File: config.mk
export PLATFORM = sky130hd
export DESIGN_NAME = tail_light_monitor_flat
export DESIGN_NICKNAME = d
export VERILOG_FILES = /design/src/rtl/tail_light_monitor_if.sv /design/src/rtl/tail_light_monitor.sv /design/src/flat_wrapper.sv
export SDC_FILE = /design/constraint.sdc
export NUM_CORES = 1
export LEC_CHECK = 0
export ABC_AREA = 1
export CORE_AREA = 2 2 88 90
export CTS_CLUSTER_DIAMETER = 60
export DETAILED_ROUTE_END_ITERATION = 6
export DIE_AREA = 0 0 90 92
export PLACE_DENSITY = 0.62
export SETUP_SLACK_MARGIN = 0.3
export SYNTH_ARGS = -nofsm -noshare
export SYNTH_HDL_FRONTEND = slang
export SYNTH_SLANG_ARGS = --single-unit
File: constraint.sdc
create_clock -name clk -period 2.5 [get_ports clk]
set_input_delay 0.5 -clock clk [delete_from_list [all_inputs] [get_ports clk]]
set_output_delay 0.5 -clock clk [all_outputs]
set_load 0.01 [all_outputs]
File: src/rtl/tail_light_monitor_if.sv
// Tail-light monitor bus: observed LED bus, counter clear,
// and the monitor's registered status outputs.
interface tail_light_monitor_if #(
    parameter int CNT_W = 8
);
    logic [7:0]       leds;
    logic             clear;
    logic             active_left;
    logic             active_right;
    logic [1:0]       step;
    logic             sweep_done_left;
    logic             sweep_done_right;
    logic             error;
    logic [1:0]       err_code;
    logic [CNT_W-1:0] left_count;
    logic [CNT_W-1:0] right_count;
    logic [CNT_W-1:0] error_count;

    modport master (
        output leds, clear,
        input  active_left, active_right, step,
        input  sweep_done_left, sweep_done_right,
        input  error, err_code,
        input  left_count, right_count, error_count
    );

    modport slave (
        input  leds, clear,
        output active_left, active_right, step,
        output sweep_done_left, sweep_done_right,
        output error, err_code,
        output left_count, right_count, error_count
    );
endinterface

File: src/rtl/tail_light_monitor.sv
// Tail-light sweep checker: tracks left/right LED sweeps,
// pulses on completion, classifies and counts errors.
module tail_light_monitor #(
    parameter int STEP_CYCLES = 1,
    parameter int CNT_W       = 8
) (
    input logic                clk,
    input logic                reset_n,
    tail_light_monitor_if.slave bus
);
    localparam int HW = $clog2(STEP_CYCLES + 1);
    localparam logic [HW-1:0] HMAX = HW'(STEP_CYCLES);

    typedef enum logic [3:0] {
        IDLE, L1, L2, L3, L4, R1, R2, R3, R4, ERR
    } state_t;

    state_t           state_q, state_d;
    logic [HW-1:0]    hold_q, hold_d;
    logic             err_d, done_l_d, done_r_d;
    logic [1:0]       code_q, code_d;
    logic             act_l_q, act_r_q, err_q;
    logic             done_l_q, done_r_q;
    logic [1:0]       step_q;
    logic [CNT_W-1:0] lcnt_q, lcnt_d;
    logic [CNT_W-1:0] rcnt_q, rcnt_d;
    logic [CNT_W-1:0] ecnt_q, ecnt_d;

    function automatic logic [7:0] cur_pat(state_t s);
        case (s)
            L1:      return 8'h10;
            L2:      return 8'h30;
            L3:      return 8'h70;
            L4:      return 8'hF0;
            R1:      return 8'h08;
            R2:      return 8'h0C;
            R3:      return 8'h0E;
            R4:      return 8'h0F;
            default: return 8'h00;
        endcase
    endfunction

    function automatic state_t adv(state_t s);
        case (s)
            L1:      return L2;
            L2:      return L3;
            L3:      return L4;
            R1:      return R2;
            R2:      return R3;
            R3:      return R4;
            default: return IDLE;
        endcase
    endfunction

    // Entry state chosen from a sample after IDLE or an error.
    function automatic state_t resync(logic [7:0] v);
        case (v)
            8'h00:   return IDLE;
            8'h10:   return L1;
            8'h08:   return R1;
            default: return ERR;
        endcase
    endfunction

    function automatic logic is_left(state_t s);
        return (s == L1) || (s == L2) || (s == L3) || (s == L4);
    endfunction

    function automatic logic is_right(state_t s);
        return (s == R1) || (s == R2) || (s == R3) || (s == R4);
    endfunction

    function automatic logic [1:0] step_of(state_t s);
        case (s)
            L2, R2:  return 2'd1;
            L3, R3:  return 2'd2;
            L4, R4:  return 2'd3;
            default: return 2'd0;
        endcase
    endfunction

    // Next state, hold count, error classification and counters.
    always_comb begin
        state_d  = state_q;
        hold_d   = hold_q;
        err_d    = 1'b0;
        code_d   = code_q;
        done_l_d = 1'b0;
        done_r_d = 1'b0;
        case (state_q)
            IDLE: begin
                state_d = resync(bus.leds);
                if (state_d == ERR) begin
                    err_d  = 1'b1;
                    code_d = 2'd1;
                end
            end
            ERR: begin
                if (bus.leds == 8'h00) state_d = IDLE;
            end
            default: begin
                if (bus.leds == cur_pat(state_q)) begin
                    if (hold_q < HMAX) begin
                        hold_d = hold_q + 1'b1;
                    end else begin
                        err_d  = 1'b1;
                        code_d = 2'd3;
                    end
                end else if (bus.leds == cur_pat(adv(state_q))) begin
                    if (hold_q == HMAX) begin
                        state_d  = adv(state_q);
                        done_l_d = (state_q == L4);
                        done_r_d = (state_q == R4);
                    end else begin
                        err_d  = 1'b1;
                        code_d = 2'd2;
                    end
                end else begin
                    err_d  = 1'b1;
                    code_d = 2'd1;
                end
                if (err_d) state_d = resync(bus.leds);
            end
        endcase
        if (is_left(state_d) || is_right(state_d)) begin
            if (state_d != state_q || err_d) hold_d = HW'(1);
        end else begin
            hold_d = '0;
        end

        lcnt_d = lcnt_q;
        rcnt_d = rcnt_q;
        ecnt_d = ecnt_q;
        if (done_l_d && lcnt_q != '1) lcnt_d = lcnt_q + 1'b1;
        if (done_r_d && rcnt_q != '1) rcnt_d = rcnt_q + 1'b1;
        if (err_d && ecnt_q != '1)    ecnt_d = ecnt_q + 1'b1;
        if (bus.clear) begin
            lcnt_d = '0;
            rcnt_d = '0;
            ecnt_d = '0;
        end
    end

    // State, hold and registered output decode.
    always_ff @(posedge clk or negedge reset_n) begin
        if (!reset_n) begin
            state_q  <= IDLE;
            hold_q   <= '0;
            code_q   <= 2'd0;
            err_q    <= 1'b0;
            done_l_q <= 1'b0;
            done_r_q <= 1'b0;
            act_l_q  <= 1'b0;
            act_r_q  <= 1'b0;
            step_q   <= 2'd0;
            lcnt_q   <= '0;
            rcnt_q   <= '0;
            ecnt_q   <= '0;
        end else begin
            state_q  <= state_d;
            hold_q   <= hold_d;
            code_q   <= code_d;
            err_q    <= err_d;
            done_l_q <= done_l_d;
            done_r_q <= done_r_d;
            act_l_q  <= is_left(state_d);
            act_r_q  <= is_right(state_d);
            step_q   <= step_of(state_d);
            lcnt_q   <= lcnt_d;
            rcnt_q   <= rcnt_d;
            ecnt_q   <= ecnt_d;
        end
    end

    assign bus.active_left      = act_l_q;
    assign bus.active_right     = act_r_q;
    assign bus.step             = step_q;
    assign bus.sweep_done_left  = done_l_q;
    assign bus.sweep_done_right = done_r_q;
    assign bus.error            = err_q;
    assign bus.err_code         = code_q;
    assign bus.left_count       = lcnt_q;
    assign bus.right_count      = rcnt_q;
    assign bus.error_count      = ecnt_q;
endmodule

File: src/flat_wrapper.sv
// flat-port wrapper written by rule: the top's interface ports become plain ports
module tail_light_monitor_flat 
#(
    parameter int STEP_CYCLES = 1,
    parameter int CNT_W       = 8
)
  (clk, reset_n, bus_leds, bus_clear, bus_active_left, bus_active_right, bus_step, bus_sweep_done_left, bus_sweep_done_right, bus_error, bus_err_code, bus_left_count, bus_right_count, bus_error_count);
  tail_light_monitor_if #(.CNT_W(CNT_W)) bus_i ();
  input logic clk;
  input logic reset_n;
  input wire logic [$bits(bus_i.leds)-1:0] bus_leds;
  input wire logic [$bits(bus_i.clear)-1:0] bus_clear;
  output wire logic [$bits(bus_i.active_left)-1:0] bus_active_left;
  output wire logic [$bits(bus_i.active_right)-1:0] bus_active_right;
  output wire logic [$bits(bus_i.step)-1:0] bus_step;
  output wire logic [$bits(bus_i.sweep_done_left)-1:0] bus_sweep_done_left;
  output wire logic [$bits(bus_i.sweep_done_right)-1:0] bus_sweep_done_right;
  output wire logic [$bits(bus_i.error)-1:0] bus_error;
  output wire logic [$bits(bus_i.err_code)-1:0] bus_err_code;
  output wire logic [$bits(bus_i.left_count)-1:0] bus_left_count;
  output wire logic [$bits(bus_i.right_count)-1:0] bus_right_count;
  output wire logic [$bits(bus_i.error_count)-1:0] bus_error_count;
  assign bus_i.leds = bus_leds;
  assign bus_i.clear = bus_clear;
  assign bus_active_left = bus_i.active_left;
  assign bus_active_right = bus_i.active_right;
  assign bus_step = bus_i.step;
  assign bus_sweep_done_left = bus_i.sweep_done_left;
  assign bus_sweep_done_right = bus_i.sweep_done_right;
  assign bus_error = bus_i.error;
  assign bus_err_code = bus_i.err_code;
  assign bus_left_count = bus_i.left_count;
  assign bus_right_count = bus_i.right_count;
  assign bus_error_count = bus_i.error_count;
  tail_light_monitor #(.STEP_CYCLES(STEP_CYCLES), .CNT_W(CNT_W)) u_core (.clk(clk), .reset_n(reset_n), .bus(bus_i));
endmodule
======== Yosys cells after proc, flatten, opt, wreduce, memory -nomap -nowiden ========
Memory sizes are Yosys's and may differ from the RTL's.
Index checks and enable logic that the tools add are counted.
cells by class
  add/subtract/negate cells ............... 4
  div/mod/pow operators ................... 0
  mux-type cells .......................... 47
  bitwise gates (word level) .............. 1
  $mul .................................... 0
  shifts and indexed selects .............. 0
  reduce and logical (&&, ||, !) cells .... 22
  equal/unequal tests ..................... 32
  magnitude comparators ................... 1
operator list
  kind                                                                   count
  8-bit two-way mux                                                      9
  4-bit by 3-bit equality test with 1-bit output, second input constant  8
  4-bit two-way mux                                                      8
  8-bit by 1-bit adder with 8-bit output, second input constant          3
  8-bit != test, second input constant                                   3
  4-bit case mux with 6 select lines                                     1
  1-bit two-way mux                                                      19
  4-bit by 2-bit equality test with 1-bit output, second input constant  4
  4-bit equality test, second input constant                             4
  8-bit equality test                                                    2
  4-bit case mux with 3 select lines                                     1
  2-bit two-way mux                                                      5
  4-bit by 1-bit equality test with 1-bit output, second input constant  2
  8-bit by 4-bit equality test with 1-bit output, second input constant  1
  8-bit by 5-bit equality test with 1-bit output, second input constant  1
  8-bit logical NOT                                                      1
  1-bit logical OR                                                       8
  4-bit case mux with 2 select lines                                     1
  2-bit OR reduction                                                     4
  3-bit by 2-bit != test with 1-bit output, second input constant        2
  3-bit != test, second input constant                                   2
  2-bit case mux with 3 select lines                                     1
  2-bit nonzero test                                                     3
  4-bit logical NOT                                                      1
  other kinds (11)                                                       13
storage, ports and cells
  logic and storage cells ................. 121
  memory bits (read-only) ................. 256
  bits of input ports ..................... 11
  bits in writable memories ............... 0
  bits in latches ......................... 0
  register bits after elaboration ......... 38
  output and inout bits ................... 33
  memories ................................ 2
memories
  name              words  width  rd ports  clocked after Yosys merged registers in  wr ports  line                      RTL
  (name not given)  16     8      1         0                                        0         tail_light_monitor.sv:30  case (s)
  (name not given)  16     8      1         0                                        0         tail_light_monitor.sv:30

======== Depth between registers and ports, before layout ========
An unclocked memory read counts as a cell.
  depth after elaboration ................. 22
  depth in mapped cells ................... 20

======== Least setup slack after synthesis ========
OpenSTA, ideal clock, no wires.
  kind .................................... register -> register
  start ................................... register u_core.state_q[3]
  end ..................................... register u_core.lcnt_q[7], in the netlist u_core.bus.left_count[7]
  clock period less this slack ............ 2.110 ns
  path buffers ............................ 1
  slack ................................... 0.390 ns
  data arrival time ....................... 1.984 ns
  library setup time ...................... 0.126 ns
  stages on the path, launching flop included .. 14
  cells stage by stage .................... dfrtp_1 -> buf_2 -> nor2_4 -> nand2_1 -> nand2_1 -> nand2_1 -> nor2_1 -> nand3_4 -> nor2_4 -> nand2_8 -> nor3_4 -> nand2_4 -> nor4_1 -> nor2_1
on the way
  word-level cells in the longest chain between the ends .. 13
  elaborated cells between the ends (all ways) .. 26
ends and longest elaborated chain
  item                                                                          line                       RTL
  from (decl)                                                                   tail_light_monitor.sv:18   state_t state_q, state_d;
  from (signal assigned)                                                        tail_light_monitor.sv:160  state_q <= state_d;
  4-bit by 3-bit equality test with 1-bit output, or another cell as far along  tail_light_monitor.sv:44   case (s)
  4-bit case mux with 6 select lines                                            tail_light_monitor.sv:44
  4-bit two-way mux                                                             tail_light_monitor.sv:102  if (bus.leds == cur_pat(state_q)) begin
  4-bit two-way mux                                                             tail_light_monitor.sv:90   case (state_q)
  memory 16 x 8 bit                                                             -
  8-bit two-way mux                                                             tail_light_monitor.sv:102
  8-bit two-way mux                                                             tail_light_monitor.sv:90
  8-bit equality test                                                           tail_light_monitor.sv:109  end else if (bus.leds == cur_pat(adv(state_q))) begin
  1-bit two-way mux                                                             tail_light_monitor.sv:109
  1-bit two-way mux                                                             tail_light_monitor.sv:102
  1-bit two-way mux (*)                                                         tail_light_monitor.sv:90
  1-bit logical AND (*)                                                         tail_light_monitor.sv:134  if (done_l_d && lcnt_q != '1) lcnt_d = lcnt_q + 1'b1;
  2-bit nonzero test (no line) (*)                                              -
  to (signal assigned)                                                          tail_light_monitor.sv:169  lcnt_q <= lcnt_d;
  to (decl)                                                                     tail_light_monitor.sv:25   logic [CNT_W-1:0] lcnt_q, lcnt_d;
Mark *: on every way between the ends. The rest lies on a longest branch, timed or not. The select of a mux whose other input is x is not followed.
A chain may end at the register's enable or synchronous reset.

======== Worst setup path in the final report ========
  start ................................... register u_core.state_q[0]
  end ..................................... register u_core.ecnt_q[5], in the netlist u_core.bus.error_count[5]
on the way
  word-level cells in the longest chain between the ends .. 14
  elaborated cells between the ends (all ways) .. 24
ends and longest elaborated chain
  item                                                                          line                       RTL
  4-bit by 3-bit equality test with 1-bit output, or another cell as far along  tail_light_monitor.sv:44
  4-bit case mux with 6 select lines                                            tail_light_monitor.sv:44
  4-bit two-way mux                                                             tail_light_monitor.sv:102
  4-bit two-way mux                                                             tail_light_monitor.sv:90
  memory 16 x 8 bit                                                             -
  8-bit two-way mux                                                             tail_light_monitor.sv:102
  8-bit two-way mux                                                             tail_light_monitor.sv:90
  8-bit equality test                                                           tail_light_monitor.sv:109
  1-bit two-way mux                                                             tail_light_monitor.sv:109
  1-bit two-way mux                                                             tail_light_monitor.sv:102
  1-bit two-way mux                                                             tail_light_monitor.sv:90
  1-bit case mux with 2 select lines (*)                                        tail_light_monitor.sv:90
  via u_core.err_d                                                              tail_light_monitor.sv:20   logic err_d, done_l_d, done_r_d;
  1-bit logical AND (*)                                                         tail_light_monitor.sv:136  if (err_d && ecnt_q != '1) ecnt_d = ecnt_q + 1'b1;
  2-bit nonzero test (no line) (*)                                              -
  to (signal assigned)                                                          tail_light_monitor.sv:171  ecnt_q <= ecnt_d;
  to (decl)                                                                     tail_light_monitor.sv:27   logic [CNT_W-1:0] ecnt_q, ecnt_d;
Mark *: on every way through the listed nets, which the timed path passes. The rest lies on a longest branch. The select of a mux whose other input is x is not followed.

==> impl_metrics.json <==
{
  "synthesis.area_sq_mm": 0.00267,
  "status": "complete, no violations",
  "power-per-cell-area_mw_per_mm2": 495,
  "p_leak_nw": 1.90,
  "grt_max_degree": 39,
  "ant_nets": 0,
  "worst_slack_ns": 0.189,
  "vias": 2786,
  "postLayoutCoreUtil_pct": 52.6,
  "cp-endpoint": "u_core.bus.error_count[5]",
  "drc": 0,
  "wl_met1_mm": 3.10,
  "die_h_um": 92,
  "reg2regPathDepth": 16,
  "synth_seq_area_share_pct": 35.7,
  "cts_tree": "built",
  "vias_per_cell": 4.87,
  "nets": 483,
  "maxCapViolations": 0,
  "ir_drop_mv": 0.378,
  "synth_edf_count": 0,
  "crit_start": "u_core.state_q[0]",
  "core_area_sq_mm": 0.00745,
  "final-hold-violation-count": 0,
  "final_max_slew_viol_count": 0,
  "yosys-top-cells-area": "dfrtp_1 (36%), nand2_1 (14%), inv_1 (7.0%)",
  "die_x_um": 90,
  "power_mw": 1.94,
  "crit_arrival_ns": 2.49,
  "ys_seq_elements": 38,
  "cts.sinks": 38,
  "avgSynthCellArea_sq_um": 7.15,
  "detail_route.wl_per_cell_um": 12.5,
  "regToRegSetupSlack_ns": 0.19,
  "routed_wl_mm": 7.14,
  "worst_setup_path_start_kind": "flop",
  "slew_headroom_pct": 43.6,
  "yosysWarningCount": 0,
  "dr_wl_met3_um": 294,
  "dieArea_sq_mm": 0.00828,
  "root_buffer": "clkbuf_8",
  "grt_pass1_vias": 2527,
  "synth_commonest_cells": "nand2_1 (98), inv_1 (50), nor2_1 (43)",
  "io_pins": 44,
  "crit_fanout": 7,
  "start_util_pct": 35.8,
  "path_clk_slew_ns": 0.08,
  "yosysTopAreaCellShare_pct": 35.7,
  "rows": 32,
  "track_usage_pct": 16.5,
  "drive_gt1_share_pct": 27.9,
  "synth_cells": 373,
  "layout.cells.non_filler": 572,
  "hold_buffers": 0,
  "clock_skew_ns": 0.00861,
  "setup-violations-final": 0,
  "dr_wl_met2_mm": 3.56,
  "yosys.area.top_type": "dfrtp_1",
  "min_period_ns": 2.31,
  "drtPass1Iterations": 4,
  "fillCellCount": 728,
  "tightest_slew_ns": 0.846,
  "numCtsBuffers": 5,
  "critPathRequiredTime_ns": 2.68,
  "drt_iter0_markers": 105,
  "hp-class": "in2async",
  "grt_pass1_wl_mm": 11.4,
  "rsz0062_at_grt": "true",
  "clk_latency_ns": 0.30,
  "dp_hpwl_mm": 4.87,
  "synth-main-ff-cell": "dfrtp_1",
  "area_delta_synth_final_pct": 46.8,
  "cts_buffer_depth": 2,
  "async_flop_share_pct": 100,
  "grt_overflow": 0,
  "end_kind": "flop",
  "port_buffers": 43,
  "worstSetupPathType": "reg2reg",
  "timing.hold.ws_ns": 0.304,
  "r2r-start": "u_core.state_q[0]",
  "preCtsSetupSlack_ns": -0.0892,
  "post-synth-top-count-cell": "nand2_1",
  "achievable-frequency_mhz": 433,
  "top_layer": "met4",
  "insertedDiodeCount": 0,
  "rr_endpoint": "u_core.bus.error_count[5]",
  "synth_cell_type_count": 37,
  "syn_nets": 387,
  "routabilityCongestion": 0.921,
  "placed_cells": 536,
  "antenna_found_initial": 0,
  "cts_max_level": 2,
  "min_period_over_period_pct": 92.4
}
## cells in the final DEF, fill, tap and decap left out, types with 2 or more instances in the layout
cell type        instances
nand2_1                 83
inv_1                   49
buf_4                   44
nor2_1                  38
clkdlybuf4s50_1         37
dfrtp_1                 34
nand3_1                 29
nand2_2                 18
o21ai_0                 14
a21oi_1                 10
nand4_1                  9
nand3_2                  7
nor2_4                   6
inv_2                    6
nor3_1                   6
nor4_1                   6
clkbuf_8                 6
nor2_2                   5
xor2_1                   5
buf_6                    5
nand2_4                  4
nand3_4                  4
o21ai_2                  4
o21ai_1                  4
dlymetal6s2s_1           4
dfrtp_2                  4
ha_1                     3
nand3b_1                 2
o21ai_4                  2
clkinv_1                 2
nor3_4                   2
bufinv_16                2
## sequential cells by signal (all words and copies together) (netlist names)
register	flops
u_core.bus.left_count	8
u_core.bus.error_count	8
u_core.bus.step	2
u_core.bus.active_right	1
u_core.bus.sweep_done_right	1
u_core.bus.active_left	1
u_core.state_q	4
u_core.bus.error	1
u_core.hold_q	1
u_core.bus.err_code	2
u_core.bus.right_count	8
u_core.bus.sweep_done_left	1
## metrics by stage
step,cell area (sq um),setup TNS [ns]
floorplan,2670,0
global placement,3370,-0.112
detailed placement,3370,-0.474
CTS,3630,0
global route,3910,0
finish,3910,0
## critical path: stages, from the launching register on
cell     delay, ns
dfrtp_2       0.44
nor2_4        0.24
nand3_4       0.15
nand2_1       0.08
nand2_1       0.05
nand2_1       0.08
nand2_2       0.06
nor2_4        0.20
nand2_4       0.13
nand2_8       0.11
nand3_4       0.10
o21ai_4       0.11
o21ai_4       0.11
nand2_2       0.11
inv_2         0.05
nand2_1       0.10
o31ai_4       0.08
## layer usage
| metal | vias up | GRT usage [%] |
|---|---|---|
| met3 | 16 | 3.12 |
| met2 | 65 | 28.9 |
| li1 | 1404 | - |
| met5 | - | 0 |
| met1 | 1301 | 20.4 |
| met4 | 0 | 5.64 |
## timing repair
| action | in CTS | in global routing |
|---|---|---|
| resized for setup | 10 | 43 |
| pin swaps | 6 | 19 |
| endpoints found under the hold margin | 0 | 0 |
| gates cloned | 0 | 1 |
| endpoints found under the setup margin | 24 | 30 |
| setup buffers | 13 | 14 |
## worst min path at each step
stage	endpoint
after global routing	u_core.bus.error_count[4]
after detailed placement	u_core.bus.err_code[1]
after global placement	u_core.bus.error_count[5]
final	u_core.bus.error_count[4]
after floorplan	u_core.bus.active_left
after CTS	u_core.bus.error_count[4]
## cell families after synthesis
family | Yosys count | share of synthesized area (%)
flip-flops | 38 | 35.7
adder cells (fa/ha/maj) | 3 | 1.41
AND/OR/NAND/NOR | 224 | 42.7
XOR/XNOR | 6 | 1.97
AO/OA/AOI/OAI | 39 | 9.20
buffers and inverters | 63 | 9.10
## final cells by class
class                   instances  area, sq um  area share [%]
well taps                     102          128            3.26
flip-flops and latches         38          956            24.4
repair buffers                 93          841            21.5
inverters                      58          223            5.69
clock buffers                   6         82.6            2.11
clock inverters                 2         60.1            1.53
multi-input cells             273         1620            41.5
## where the power goes
part           total (mW)  internal, mW  switching, mW  leakage [nW]
logic               0.566         0.263          0.303          1.32
registers           0.718         0.671         0.0470         0.505
clock network       0.653         0.426          0.227        0.0714
total                1.94          1.36          0.577          1.90
(Power assumes the default switching activity.)
